$ cat config.mk
export PLATFORM = sky130hd
export DESIGN_NAME = spd_trend_mon
export DESIGN_NICKNAME = d
export VERILOG_FILES = /design/src/rtl/spd_mon_pkg.sv /design/src/rtl/spd_hist_ring.sv /design/src/rtl/spd_trend_mon.sv
export SDC_FILE = /design/constraint.sdc
export NUM_CORES = 1
export LEC_CHECK = 0
export ABC_AREA = 1
export CORE_ASPECT_RATIO = 0.75
export CORE_MARGIN = 5
export CORE_UTILIZATION = 40
export CTS_CLUSTER_DIAMETER = 50
export CTS_CLUSTER_SIZE = 30
export DETAILED_ROUTE_END_ITERATION = 10
export HOLD_SLACK_MARGIN = 0.06
export MAX_ROUTING_LAYER = met4
export PLACE_DENSITY_LB_ADDON = 0.08
export RECOVER_POWER = 50
export SLEW_MARGIN = 20
export SYNTH_ARGS = -nofsm -noshare
export SYNTH_HDL_FRONTEND = slang
export SYNTH_SLANG_ARGS = --single-unit
export TNS_END_PERCENT = 20
$ cat constraint.sdc
create_clock -name clk -period 4.1 [get_ports clk]
set_input_delay 0.82 -clock clk [delete_from_list [all_inputs] [get_ports clk]]
set_output_delay 0.82 -clock clk [all_outputs]
set_load 0.1 [all_outputs]
$ cat src/rtl/spd_mon_pkg.sv
`default_nettype none
// ============================================================================
//  Module      : spd_mon_pkg
//  Description : Shared types and constants for the speed-vs-reference trend
//                monitor. Holds the FSM state encoding, the two check modes
//                and a small deadband helper. The snapshot record depends on
//                the monitor's width parameters and is declared inside the
//                monitor itself.
//  Revision    : 1.0  initial release
// ============================================================================
package spd_mon_pkg;

  // Check sequencer states
  typedef enum logic [1:0] {
    S_IDLE    = 2'd0,
    S_SETTLE  = 2'd1,
    S_CAPTURE = 2'd2,
    S_COMPARE = 2'd3
  } state_t;

  // Check modes
  localparam int MODE_COMMON = 0;  // every channel follows the reference trend
  localparam int MODE_DIFF   = 1;  // sign of (ch0 - ch1) follows ref - CTR

  // True when val lies inside the closed band [-band, +band]
  function automatic logic in_band(input int val, input int band);
    return (val <= band) && (val >= -band);
  endfunction

endpackage
`default_nettype wire

$ cat src/rtl/spd_hist_ring.sv
`default_nettype none
// ============================================================================
//  Module      : spd_hist_ring
//  Description : DEPTH-entry snapshot history ring with a single write
//                pointer. The entry at the write pointer is the oldest one,
//                so rd_data presents the snapshot taken DEPTH writes ago; the
//                caller registers it on the same edge that overwrites it
//                (read-before-write). A fill counter saturates at DEPTH.
//  Ports       : clk      in   system clock
//                RST_n    in   asynchronous active-low reset
//                clr      in   synchronous clear of pointer and fill count
//                wr_en    in   store wr_data at the write pointer
//                wr_data  in   snapshot to store
//                rd_data  out  oldest snapshot (slot about to be overwritten)
//                full     out  ring holds DEPTH snapshots
//  Revision    : 1.0  initial release
// ============================================================================
module spd_hist_ring #(
  parameter int DEPTH = 4,
  parameter int WIDTH = 40
) (
  input  logic             clk,
  input  logic             RST_n,
  input  logic             clr,
  input  logic             wr_en,
  input  logic [WIDTH-1:0] wr_data,
  output logic [WIDTH-1:0] rd_data,
  output logic             full
);

  localparam int PW = (DEPTH > 1) ? $clog2(DEPTH) : 1;
  localparam int FW = $clog2(DEPTH + 1);

  logic [WIDTH-1:0] r_mem [DEPTH];
  logic [PW-1:0]    r_wr_ptr;
  logic [FW-1:0]    r_fill;

  assign rd_data = r_mem[r_wr_ptr];
  assign full    = (r_fill == FW'(DEPTH));

  // DEPTH is a power of two, so the pointer wraps naturally
  always_ff @(posedge clk or negedge RST_n) begin
    if (!RST_n) begin
      r_wr_ptr <= '0;
      r_fill   <= '0;
    end else if (clr) begin
      r_wr_ptr <= '0;
      r_fill   <= '0;
    end else if (wr_en) begin
      r_wr_ptr <= r_wr_ptr + PW'(1);
      if (!full) begin
        r_fill <= r_fill + FW'(1);
      end
    end
  end

  // Storage needs no reset: entries are only read once the fill count says
  // they were written.
  always_ff @(posedge clk) begin
    if (wr_en && !clr) begin
      r_mem[r_wr_ptr] <= wr_data;
    end
  end

endmodule
`default_nettype wire

$ cat src/rtl/spd_trend_mon.sv
`default_nettype none
// ============================================================================
//  Module      : spd_trend_mon
//  Description : Speed-vs-reference trend monitor. On sample_vld it waits
//                SETTLE cycles, snapshots {ref_in, chan_in} into a history
//                ring and compares against the snapshot DEPTH samples older
//                (MODE_COMMON) or checks the current ch0/ch1 split against the
//                reference offset from CTR (MODE_DIFF). Results are held
//                until the next check or a clear.
//  Ports       : clk        in   system clock
//                RST_n      in   asynchronous active-low reset
//                clr        in   sync clear of history, counters and flags
//                sample_vld in   request a check of the current values
//                ref_in     in   reference (signed; unsigned in MODE_DIFF)
//                chan_in    in   NCH packed signed channels, ch0 in LSBs
//                chk_done   out  1-cycle pulse: check finished
//                chk_skip   out  history not full or inside deadband
//                chk_pass   out  no channel error and not skipped
//                err_chan   out  per-channel failure flags
//                err_cnt    out  saturating count of failed checks
//                hist_full  out  ring holds >= DEPTH snapshots
//  Revision    : 1.0  initial release
// ============================================================================
module spd_trend_mon
  import spd_mon_pkg::*;
#(
  parameter int NCH    = 2,
  parameter int DW     = 12,
  parameter int RW     = 16,
  parameter int DEPTH  = 4,
  parameter int SETTLE = 100,
  parameter int DBAND  = 16,
  parameter int MODE   = 0,
  parameter int CTR    = 'h800
) (
  input  logic              clk,
  input  logic              RST_n,
  input  logic              clr,
  input  logic              sample_vld,
  input  logic [RW-1:0]     ref_in,
  input  logic [NCH*DW-1:0] chan_in,
  output logic              chk_done,
  output logic              chk_skip,
  output logic              chk_pass,
  output logic [NCH-1:0]    err_chan,
  output logic [7:0]        err_cnt,
  output logic              hist_full
);

  localparam int CW   = (SETTLE > 1) ? $clog2(SETTLE) : 1;
  localparam int C_HI = CTR + DBAND;
  localparam int C_LO = CTR - DBAND;
  localparam int C1   = (NCH > 1) ? 1 : 0;

  typedef struct packed {
    logic signed [RW-1:0] ref_v;
    logic [NCH*DW-1:0]    chan;
  } snap_t;

  // --------------------------------------------------------------------------
  // Sequencer
  // --------------------------------------------------------------------------
  state_t        r_state;
  state_t        w_state_nxt;
  logic [CW-1:0] r_cnt;
  logic [CW-1:0] w_cnt_nxt;
  logic          w_capture;
  logic          w_compare;

  always_ff @(posedge clk or negedge RST_n) begin
    if (!RST_n) begin
      r_state <= S_IDLE;
      r_cnt   <= '0;
    end else if (clr) begin
      r_state <= S_IDLE;
      r_cnt   <= '0;
    end else begin
      r_state <= w_state_nxt;
      r_cnt   <= w_cnt_nxt;
    end
  end

  always_comb begin
    w_state_nxt = r_state;
    w_cnt_nxt   = r_cnt;
    w_capture   = 1'b0;
    w_compare   = 1'b0;
    unique case (r_state)
      S_IDLE: begin
        if (sample_vld) begin
          w_state_nxt = S_SETTLE;
          w_cnt_nxt   = '0;
        end
      end
      S_SETTLE: begin
        // A new request while settling restarts the settle window
        if (sample_vld) begin
          w_cnt_nxt = '0;
        end else if (r_cnt == CW'(SETTLE - 1)) begin
          w_state_nxt = S_CAPTURE;
        end else begin
          w_cnt_nxt = r_cnt + CW'(1);
        end
      end
      S_CAPTURE: begin
        w_capture   = 1'b1;
        w_state_nxt = S_COMPARE;
      end
      S_COMPARE: begin
        w_compare   = 1'b1;
        w_state_nxt = S_IDLE;
      end
      default: w_state_nxt = S_IDLE;
    endcase
  end

  // --------------------------------------------------------------------------
  // History ring and snapshot registers
  // --------------------------------------------------------------------------
  snap_t w_wr_snap;
  snap_t w_rd_snap;
  logic  w_ring_full;
  snap_t r_cur;
  snap_t r_old;
  logic  r_full_before;

  assign w_wr_snap.ref_v = ref_in;
  assign w_wr_snap.chan  = chan_in;

  spd_hist_ring #(
    .DEPTH (DEPTH),
    .WIDTH ($bits(snap_t))
  ) u_ring (
    .clk     (clk),
    .RST_n   (RST_n),
    .clr     (clr),
    .wr_en   (w_capture & ~clr),
    .wr_data (w_wr_snap),
    .rd_data (w_rd_snap),
    .full    (w_ring_full)
  );

  // The old entry and the pre-write fill state are latched on the same edge
  // that overwrites the slot.
  always_ff @(posedge clk or negedge RST_n) begin
    if (!RST_n) begin
      r_cur         <= '0;
      r_old         <= '0;
      r_full_before <= 1'b0;
    end else if (clr) begin
      r_cur         <= '0;
      r_old         <= '0;
      r_full_before <= 1'b0;
    end else if (w_capture) begin
      r_cur         <= w_wr_snap;
      r_old         <= w_rd_snap;
      r_full_before <= w_ring_full;
    end
  end

  // --------------------------------------------------------------------------
  // Comparators
  // --------------------------------------------------------------------------
  logic signed [RW:0] w_dref;
  logic [NCH-1:0]     w_err_common;

  // One extra bit keeps the difference of two full-scale values exact
  assign w_dref = (RW+1)'(r_cur.ref_v) - (RW+1)'(r_old.ref_v);

  for (genvar i = 0; i < NCH; i++) begin : g_chan
    logic signed [DW-1:0] w_cur_ch;
    logic signed [DW-1:0] w_old_ch;
    logic signed [DW:0]   w_dch;
    logic                 w_dch_pos;
    logic                 w_dch_neg;

    assign w_cur_ch  = r_cur.chan[i*DW +: DW];
    assign w_old_ch  = r_old.chan[i*DW +: DW];
    assign w_dch     = (DW+1)'(w_cur_ch) - (DW+1)'(w_old_ch);
    assign w_dch_neg = w_dch[DW];
    assign w_dch_pos = ~w_dch[DW] & (w_dch != '0);

    // Only meaningful outside the deadband, where dref is never zero
    assign w_err_common[i] = w_dref[RW] ? ~w_dch_neg : ~w_dch_pos;
  end

  logic signed [DW-1:0] w_ch0;
  logic signed [DW-1:0] w_ch1;
  logic signed [DW:0]   w_split;
  int                   w_ref_u;
  logic                 w_err_split;
  logic                 w_skip;
  logic [NCH-1:0]       w_err;

  assign w_ch0   = r_cur.chan[0 +: DW];
  assign w_ch1   = r_cur.chan[C1*DW +: DW];
  assign w_split = (DW+1)'(w_ch0) - (DW+1)'(w_ch1);
  assign w_ref_u = int'({1'b0, r_cur.ref_v});

  always_comb begin
    w_err_split = 1'b0;
    if (w_ref_u > C_HI) begin
      w_err_split = ~(~w_split[DW] & (w_split != '0));
    end else if (w_ref_u < C_LO) begin
      w_err_split = ~w_split[DW];
    end else begin
      w_err_split = ~in_band(int'(w_split), DBAND);
    end
  end

  always_comb begin
    w_skip = 1'b0;
    w_err  = '0;
    if (MODE == MODE_DIFF) begin
      w_err[0] = w_err_split;
    end else begin
      w_skip = ~r_full_before | in_band(int'(w_dref), DBAND);
      w_err  = w_skip ? '0 : w_err_common;
    end
  end

  // --------------------------------------------------------------------------
  // Result registers
  // --------------------------------------------------------------------------
  logic           r_done;
  logic           r_skip;
  logic           r_pass;
  logic [NCH-1:0] r_err;
  logic [7:0]     r_err_cnt;

  always_ff @(posedge clk or negedge RST_n) begin
    if (!RST_n) begin
      r_done    <= 1'b0;
      r_skip    <= 1'b0;
      r_pass    <= 1'b0;
      r_err     <= '0;
      r_err_cnt <= '0;
    end else if (clr) begin
      r_done    <= 1'b0;
      r_skip    <= 1'b0;
      r_pass    <= 1'b0;
      r_err     <= '0;
      r_err_cnt <= '0;
    end else begin
      r_done <= w_compare;
      if (w_compare) begin
        r_skip <= w_skip;
        r_err  <= w_err;
        r_pass <= ~w_skip & ~(|w_err);
        if (!w_skip && (|w_err) && (r_err_cnt != 8'hFF)) begin
          r_err_cnt <= r_err_cnt + 8'd1;
        end
      end
    end
  end

  assign chk_done  = r_done;
  assign chk_skip  = r_skip;
  assign chk_pass  = r_pass;
  assign err_chan  = r_err;
  assign err_cnt   = r_err_cnt;
  assign hist_full = w_ring_full;

endmodule
`default_nettype wire

==> results by group, run 1 <==
Synthesis
  – Synth Warn #: 0
  – FF+latch count, synth: 268
  – Async set or reset register ratio after synthesis: 0.4030
  – Synthesized cell area: 13310 µm²
  – EDFF count, synth: 160
  – Count of different cell masters after synthesis: 43
  – Syn Inst Count: 1457
  – Average footprint of a synthesized cell: 9.134 µm²
  – Post-Syn Nets: 1556
  – Sequential area share after synthesis: 0.5641
  – Post-synth top flop: sky130_fd_sc_hd__edfxtp_1

Placed design
  – Instance area at placement: 14450 µm²
  – Pre-CTS setup slack: 0.9329 ns
  – Port Buf Inserts: 57
  – Post-detail-place hpwl: 20980 µm
  – Weighted congestion reported at the end of routability-driven placement: 0.8695

Clocking
  – Insertion delay of the later-clocked pin in the worst-skew pair: 0.53 ns
  – CTS buffer count: 25
  – Post CTS Setup Buffer Count: 0
  – Sinks on Clock Net: 268
  – Number of hold buffers added after cts: 0
  – Clock tree from TritonCTS: yes
  – Root buffer selected by CTS: sky130_fd_sc_hd__clkbuf_16
  – H-tree levels: 1
  – Clock slew at the register clock pins of the worst setup and hold paths: 0.07 ns
  – Clock Path Buffers: 3
  – Number of instances resized during post-cts repair: 0

Pwr
  – Cell internal pwr: 5.883 mW
  – Power share of the combinational group: 0.442
  – Design Power: 10.06 mW
  – Sequential share of power: 0.318
  – Switch Pwr: 4.174 mW
  – Clock network fraction of design power: 0.240
  – Maximum ir drop on the vdd rail: 0.3355 mV
  – Power per standard cell area: 657.9 nW/µm²
  – Leakage: 6.720 nW
  – Switching portion of total power: 0.4150

Critical path
  – Worst Path Max Fanout: 32
  – R2R Path Start: g_chan[1].w_old_ch[0]
  – Startpoint types: input port
  – Endpoint kind of the worst setup timing path: flop
  – Crit path required time: 4.32 ns
  – Crit path DAT: 3.46 ns
  – Origin of the worst setup path: clr
  – Path type of the worst setup path: input port to flop

Global route
  – Number of antenna violations at the first check in global routing: 1
  – Maximum number of pins on one net before global-route repair: 88
  – Global route total overflow: 0
  – Wire length of the first global-routing pass: 52870 µm
  – Global router's overall resource usage: 0.1814
  – Number of global-route vias before repair: 9513

STA
  – Max-slew headroom: -0.2357
  – Period Utilization, post-route: 0.7923
  – Setup repair after global routing missed its margin: false
  – Worst Slack Setup Final: 0.8514 ns
  – Worst slew pin tran: 1.854 ns
  – Setup-failing EPs final: 0
  – Maximum achievable frequency: 307.8 MHz
  – Time the worst path needs with I/O delays and setup: 3.249 ns
  – Final max-slew violation count: 65
  – Fin Clk Skew: 0.01005 ns
  – Final count of hold timing violations: 0
  – Final-layout setup total negative slack: 0 ns

Layout
  – Number of nets in the layout: 1604
  – Post-layout utilization of the core: 0.4690
  – Fraction of layout instances using a drive strength above 1: 0.05778
  – Number of inserted filler cells in the final layout: 3145
  – Area grow syn2layout: 14.86%
  – Final instance area: 15290 µm²

Detailed routing
  – Vias/cell: 5.048
  – Total wire length after detailed routing: 32640 µm
  – Met2 layer wire length in the routed design: 13930 µm
  – Total vias in the final route: 9924
  – Max layer used: met4
  – Detailed-route DRC error count: 0
  – Met3 routed WL: 1090 µm
  – Number of optimization iterations in the first detailed-route pass: 5
  – Met1 Wirelength: 17140 µm
  – Drt first-iter violations: 691
  – Detail-routed net length per standard cell: 16.60 µm
  – Antenna-violating nets left: 0

Die
  – Die area: 37050 µm²
  – Die Width: 220.6 µm
  – Number of placement rows: 57
  – CORE AREA: 32590 µm²
  – Initial standard-cell utilization of the core: 0.4083
  – Vertical extent of the die: 168.0 µm
  – Number of I/O pins: 58

Flow run
  – MaxCap Viol Count: 1

Hold path
  – Hold crit path type: flop to flop
  – Min-delay src: r_cur[26]

Run status
  – Violations in the final reports: max-capacitance violations, max-slew violations
  – Run status: finished with violations
[final timing paths]
path	slack (ns)	end	cells after the start
min in group asynchronous	0.78	r_cur[28]	1
max in group asynchronous	1.55	g_chan[0].w_cur_ch[1]	2
worst max-delay path	0.85	u_ring.r_mem[0][4]	5
worst min register to register	0.48	r_cur[26]	2
worst min-delay path	0.48	r_cur[26]	2
worst max register to register	1.01	err_cnt[4]	18
[power groups by stage]
stage	logic, mW	registers [mW]	clock network, mW
3_3_place_gp	4.44	3.25	0
3_5_place_dp	4.46	3.25	0
5_1_grt	5.10	3.22	2.61
4_1_cts	4.48	3.19	2.49
2_1_floorplan	3.31	3.26	0
6_report	4.45	3.19	2.42
[layout by cell type, fill, tap and decap left out, types with 3 or more instances in the layout]
master	instances
sky130_fd_sc_hd__a21oi_1	25
sky130_fd_sc_hd__buf_12	3
sky130_fd_sc_hd__buf_4	11
sky130_fd_sc_hd__clkbuf_1	4
sky130_fd_sc_hd__clkbuf_16	25
sky130_fd_sc_hd__clkdlybuf4s50_1	15
sky130_fd_sc_hd__clkinv_8	3
sky130_fd_sc_hd__dfrtp_1	107
sky130_fd_sc_hd__dlygate4sd3_1	41
sky130_fd_sc_hd__edfxtp_1	160
sky130_fd_sc_hd__fa_1	3
sky130_fd_sc_hd__ha_1	51
sky130_fd_sc_hd__inv_1	167
sky130_fd_sc_hd__inv_2	4
sky130_fd_sc_hd__inv_6	4
sky130_fd_sc_hd__inv_8	3
sky130_fd_sc_hd__nand2_1	311
sky130_fd_sc_hd__nand2_2	8
sky130_fd_sc_hd__nand3_1	152
sky130_fd_sc_hd__nand3b_1	6
sky130_fd_sc_hd__nand4_1	25
sky130_fd_sc_hd__nor2_1	144
sky130_fd_sc_hd__nor2_4	5
sky130_fd_sc_hd__nor3_1	11
sky130_fd_sc_hd__o21ai_0	145
sky130_fd_sc_hd__o22ai_1	40
sky130_fd_sc_hd__xnor2_1	3
sky130_fd_sc_hd__xor2_1	10
[worst max-delay path, stage by stage]
cell                            delay (ns)
sky130_fd_sc_hd__dlygate4sd3_1        0.65
sky130_fd_sc_hd__clkinvlp_2           0.47
sky130_fd_sc_hd__nand2_1              0.38
sky130_fd_sc_hd__nor2_1               0.77
sky130_fd_sc_hd__buf_12               0.33
[logic make-up (layout without fill, tap and decap cells)]
kind of cell               after synthesis  in the layout  synth area share
xor gates and xnor gates                14             14          0.009779
and+or+nand+nor                        672            672            0.2178
AOI/OAI and AO/OA                      223            223           0.09120
other                                    0              1                 0
buffers and inverters                  225            291           0.06365
DFF                                    268            268            0.5641
adders and majority gates               55             55           0.05340
[routing by layer]
layer	vias up	track usage
met5	-	-
met4	0	0.02830
met1	4744	0.2787
met2	147	0.2619
li1	4999	-
met3	34	0.02531
[per-stage QoR]
step,std cells,hold slack [ns]
floorplan,1457,0.4483
global placement,1920,0.4635
detailed placement,1920,0.4661
CTS,1965,0.4438
global route,1966,0.5033
finish,1966,0.4815
[cell usage after synthesis (2+ instances only)]
cell type / count / area [µm²]
sky130_fd_sc_hd__a21o_1: 2 / 15.01
sky130_fd_sc_hd__a21oi_1: 25 / 125.1
sky130_fd_sc_hd__buf_1: 11 / 41.29
sky130_fd_sc_hd__buf_2: 2 / 10.01
sky130_fd_sc_hd__clkbuf_1: 40 / 150.1
sky130_fd_sc_hd__clkinv_1: 2 / 7.510
sky130_fd_sc_hd__dfrtp_1: 108 / 2703
sky130_fd_sc_hd__edfxtp_1: 160 / 4805
sky130_fd_sc_hd__fa_1: 3 / 60.06
sky130_fd_sc_hd__ha_1: 52 / 650.6
sky130_fd_sc_hd__inv_1: 167 / 626.9
sky130_fd_sc_hd__inv_2: 3 / 11.26
sky130_fd_sc_hd__nand2_1: 311 / 1167
sky130_fd_sc_hd__nand2_2: 8 / 50.05
sky130_fd_sc_hd__nand2_4: 2 / 22.52
sky130_fd_sc_hd__nand3_1: 152 / 760.7
sky130_fd_sc_hd__nand3b_1: 6 / 45.04
sky130_fd_sc_hd__nand4_1: 25 / 156.4
sky130_fd_sc_hd__nor2_1: 148 / 555.5
sky130_fd_sc_hd__nor3_1: 11 / 55.05
sky130_fd_sc_hd__o21ai_0: 145 / 725.7
sky130_fd_sc_hd__o21bai_1: 2 / 15.01
sky130_fd_sc_hd__o22ai_1: 40 / 250.2
sky130_fd_sc_hd__o31ai_1: 2 / 15.01
sky130_fd_sc_hd__xnor2_1: 3 / 26.28
sky130_fd_sc_hd__xor2_1: 10 / 87.58
[flip-flops by register name (all words and copies together), names as in the netlist]
| signal | cells |
|---|---|
| r_cnt | 7 |
| g_chan.w_old_ch | 24 |
| chk_done | 1 |
| u_ring.r_fill | 3 |
| chk_pass | 1 |
| r_full_before | 1 |
| err_cnt | 8 |
| u_ring.r_wr_ptr | 2 |
| chk_skip | 1 |
| r_cur | 16 |
| r_state | 2 |
| u_ring.r_mem | 160 |
| r_old | 16 |
| err_chan | 2 |
| g_chan.w_cur_ch | 24 |
[cell type report]
type / instances / area, µm² / area share
multi-input combinational: 964 / 4996 / 0.3268
sequential: 268 / 7508 / 0.4912
tap: 442 / 553.0 / 0.03618
timing repair buffer: 74 / 719.4 / 0.04707
clock inverter: 18 / 216.5 / 0.01416
clock buffer: 27 / 643.1 / 0.04207
antenna: 1 / 2.502 / 0.0001637
inverter: 172 / 646.9 / 0.04232
Power figures use the tool's default switching activity.
==> inputs of run 2 (changes only) <==
- clock period: 4.1 -> 2.8 ns (I/O delays scaled with it)
==> results by group, run 2 (synthesized netlist as in run 1, its figures left out) <==
STA
  – Setup-failing EPs final: 0
  – Maximum achievable frequency: 375.0 MHz
  – Time the worst path needs with I/O delays and setup: 2.666 ns
  – Fin Clk Skew: 0.02302 ns
  – Final count of hold timing violations: 0
  – Max-slew headroom: -0.07653
  – Worst slew pin tran: 1.615 ns
  – Final max-slew violation count: 109
  – Final-layout setup total negative slack: 0 ns
  – Period Utilization, post-route: 0.9523
  – Setup repair after global routing missed its margin: true

Critical path
  – Critical path's slowest cell: sky130_fd_sc_hd__dfrtp_1
  – Cells on worst reg2reg path: 17
  – CP dominant cell by count: sky130_fd_sc_hd__nand2_2
  – Worst R2R Setup Slack: 0.13 ns
  – Path type of the worst setup path: flop to flop
  – Cells along the critical path: ha_1, fa_1, inv_1, nand2_1, nand2_2, nand3_4, nand2_4, nand2_2, nand2_2, xor2_2, nor2_1, nand2_1, nand2_2, a21oi_4, buf_6, nand4_1, nand2_1
  – R2R Path Start: r_old[24]
  – Endpoint kind of the worst setup timing path: flop
  – Startpoint types: flop
  – Delay of the slowest cell on the worst path: 0.38 ns
  – Crit path required time: 3.28 ns
  – Crit path DAT: 3.14 ns
  – Critical register-to-register path endpoint: err_cnt[6]
  – Worst Path Max Fanout: 6

Pwr
  – Maximum ir drop on the vdd rail: 0.3940 mV
  – Clock network fraction of design power: 0.239
  – Leakage: 6.893 nW
  – Switch Pwr: 6.297 mW
  – Power per standard cell area: 964.4 nW/µm²
  – Switching portion of total power: 0.4200
  – Power share of the combinational group: 0.447
  – Sequential share of power: 0.314
  – Cell internal pwr: 8.696 mW

Run status
  – Violations in the final reports: max-capacitance violations, max-slew violations
  – Run status: finished with violations

Die
  – Initial standard-cell utilization of the core: 0.4083
  – Die Width: 220.6 µm
  – CORE AREA: 32590 µm²
  – Number of I/O pins: 58
  – Vertical extent of the die: 168.0 µm
  – Die area: 37050 µm²
  – Number of placement rows: 57

Clocking
  – Clock tree from TritonCTS: yes
  – H-tree levels: 1
  – Number of hold buffers added after cts: 0
  – CTS buffer count: 25
  – Sinks on Clock Net: 268
  – Clock slew at the register clock pins of the worst setup and hold paths: 0.07 ns
  – Insertion delay of the later-clocked pin in the worst-skew pair: 0.56 ns
  – Clock Path Buffers: 3
  – Root buffer selected by CTS: sky130_fd_sc_hd__clkbuf_16

Layout
  – Post-layout utilization of the core: 0.4770
  – Fraction of layout instances using a drive strength above 1: 0.09326
  – Commonest non-fill, non-tap cell in the layout: sky130_fd_sc_hd__nand2_1
  – Number of inserted filler cells in the final layout: 3100
  – Largest Register: u_ring.r_mem
  – Top library cells by usage in the layout, fill and taps aside: sky130_fd_sc_hd__nand2_1, sky130_fd_sc_hd__inv_1, sky130_fd_sc_hd__edfxtp_1
  – Number of flip-flops under the largest register name: 160
  – Number of nets in the layout: 1625
  – Area occupied by registers: 7508 µm²
  – Area of the multi-input gates: 5062 µm²
  – Final cell count without fillers: 1987
  – Area grow syn2layout: 16.83%

Detailed routing
  – Detail-routed net length per standard cell: 16.27 µm
  – Total wire length after detailed routing: 32330 µm
  – Antenna-violating nets left: 0
  – Drt first-iter violations: 694
  – Number of optimization iterations in the first detailed-route pass: 5
  – Detailed-route DRC error count: 0
  – Total vias in the final route: 10010
  – Vias/cell: 5.035

Hold path
  – Min-Delay Endpoint: g_chan[1].w_cur_ch[3]
  – Worst hold path depth: 2
  – Hold crit path type: flop to flop
  – Min-delay src: g_chan[1].w_cur_ch[3]

Flow run
  – MaxCap Viol Count: 1

Placed design
  – Cell count after placement: 1936
  – Post-detail-place hpwl: 21460 µm
  – Port Buf Inserts: 57
  – Weighted congestion reported at the end of routability-driven placement: 0.8576

Global route
  – Number of antenna violations at the first check in global routing: 1
  – Wire length of the first global-routing pass: 52520 µm
  – Global route total overflow: 0
  – Number of global-route vias before repair: 9779
  – Global router's overall resource usage: 0.1804
  – Maximum number of pins on one net before global-route repair: 109
## run 2: critical path: cells and delay by family (launching register included)
| family | cells | cell delay (ns) |
|---|---|---|
| buffers and inverters | 2 | 0.27 |
| AOI/OAI and AO/OA | 1 | 0.23 |
| DFF | 1 | 0.38 |
| and+or+nand+nor | 11 | 0.89 |
| adders and majority gates | 2 | 0.58 |
| xor gates and xnor gates | 1 | 0.23 |
## run 2: power by group through the flow
stage	logic (mW)	registers, mW	clock network, mW
CTS	6.55	4.72	3.67
floorplan	4.85	4.77	0
global placement	6.49	4.79	0
detailed placement	6.52	4.80	0
finish	6.70	4.71	3.58
global route	7.65	4.75	3.82
## run 2: worst max path at each step
| stage | cells past startpoint | endpoint | startpoint |
|---|---|---|---|
| 2_1_floorplan | 6 | u_ring.r_mem[0][0] | u_ring.r_wr_ptr[0] |
| 3_3_place_gp | 19 | err_cnt[2] | g_chan[1].w_old_ch[0] |
| 3_5_place_dp | 19 | err_cnt[2] | g_chan[1].w_old_ch[0] |
| 4_1_cts | 19 | err_cnt[6] | g_chan[1].w_old_ch[0] |
| 5_1_grt | 17 | err_cnt[2] | g_chan[1].w_cur_ch[0] |
| 6_report | 17 | err_cnt[6] | r_old[24] |
## run 2: cell type report
class | instances | share of cell area
timing repair buffer | 95 | 0.05826
clock buffer | 27 | 0.04136
sequential | 268 | 0.4829
antenna | 1 | 0.0001610
multi-input combinational | 964 | 0.3256
tap | 442 | 0.03557
clock inverter | 18 | 0.01449
inverter | 172 | 0.04161
## run 2: per-layer routing
layer  GRT usage  wire length (µm)  vias up
met5           -                 0        -
met4     0.03019               599        0
met1      0.2652             16450     4752
met2      0.2730             14040      163
met3     0.02531              1246       43
li1            -                 -     5047
## run 2: per-stage QoR
| stage | setup WS, ns | power [mW] | instance area [µm²] | hold slack (ns) |
|---|---|---|---|---|
| after global placement | 0.1177 | 11.28 | 14590 | 0.4620 |
| final | 0.1336 | 14.99 | 15550 | 0.4782 |
| after global routing | -0.06912 | 16.21 | 15540 | 0.5073 |
| after floorplan | -0.5481 | 9.623 | 13310 | 0.2644 |
| after CTS | 0.003154 | 14.93 | 15460 | 0.1201 |
| after detailed placement | 0.04286 | 11.31 | 14590 | 0.4657 |
## run 2: repair_timing
item	4_1_cts	5_1_grt
gates resized for setup	0	24
buffers inserted	0	5
endpoints found under the hold margin	0	0
setup endpoints to repair	0	10
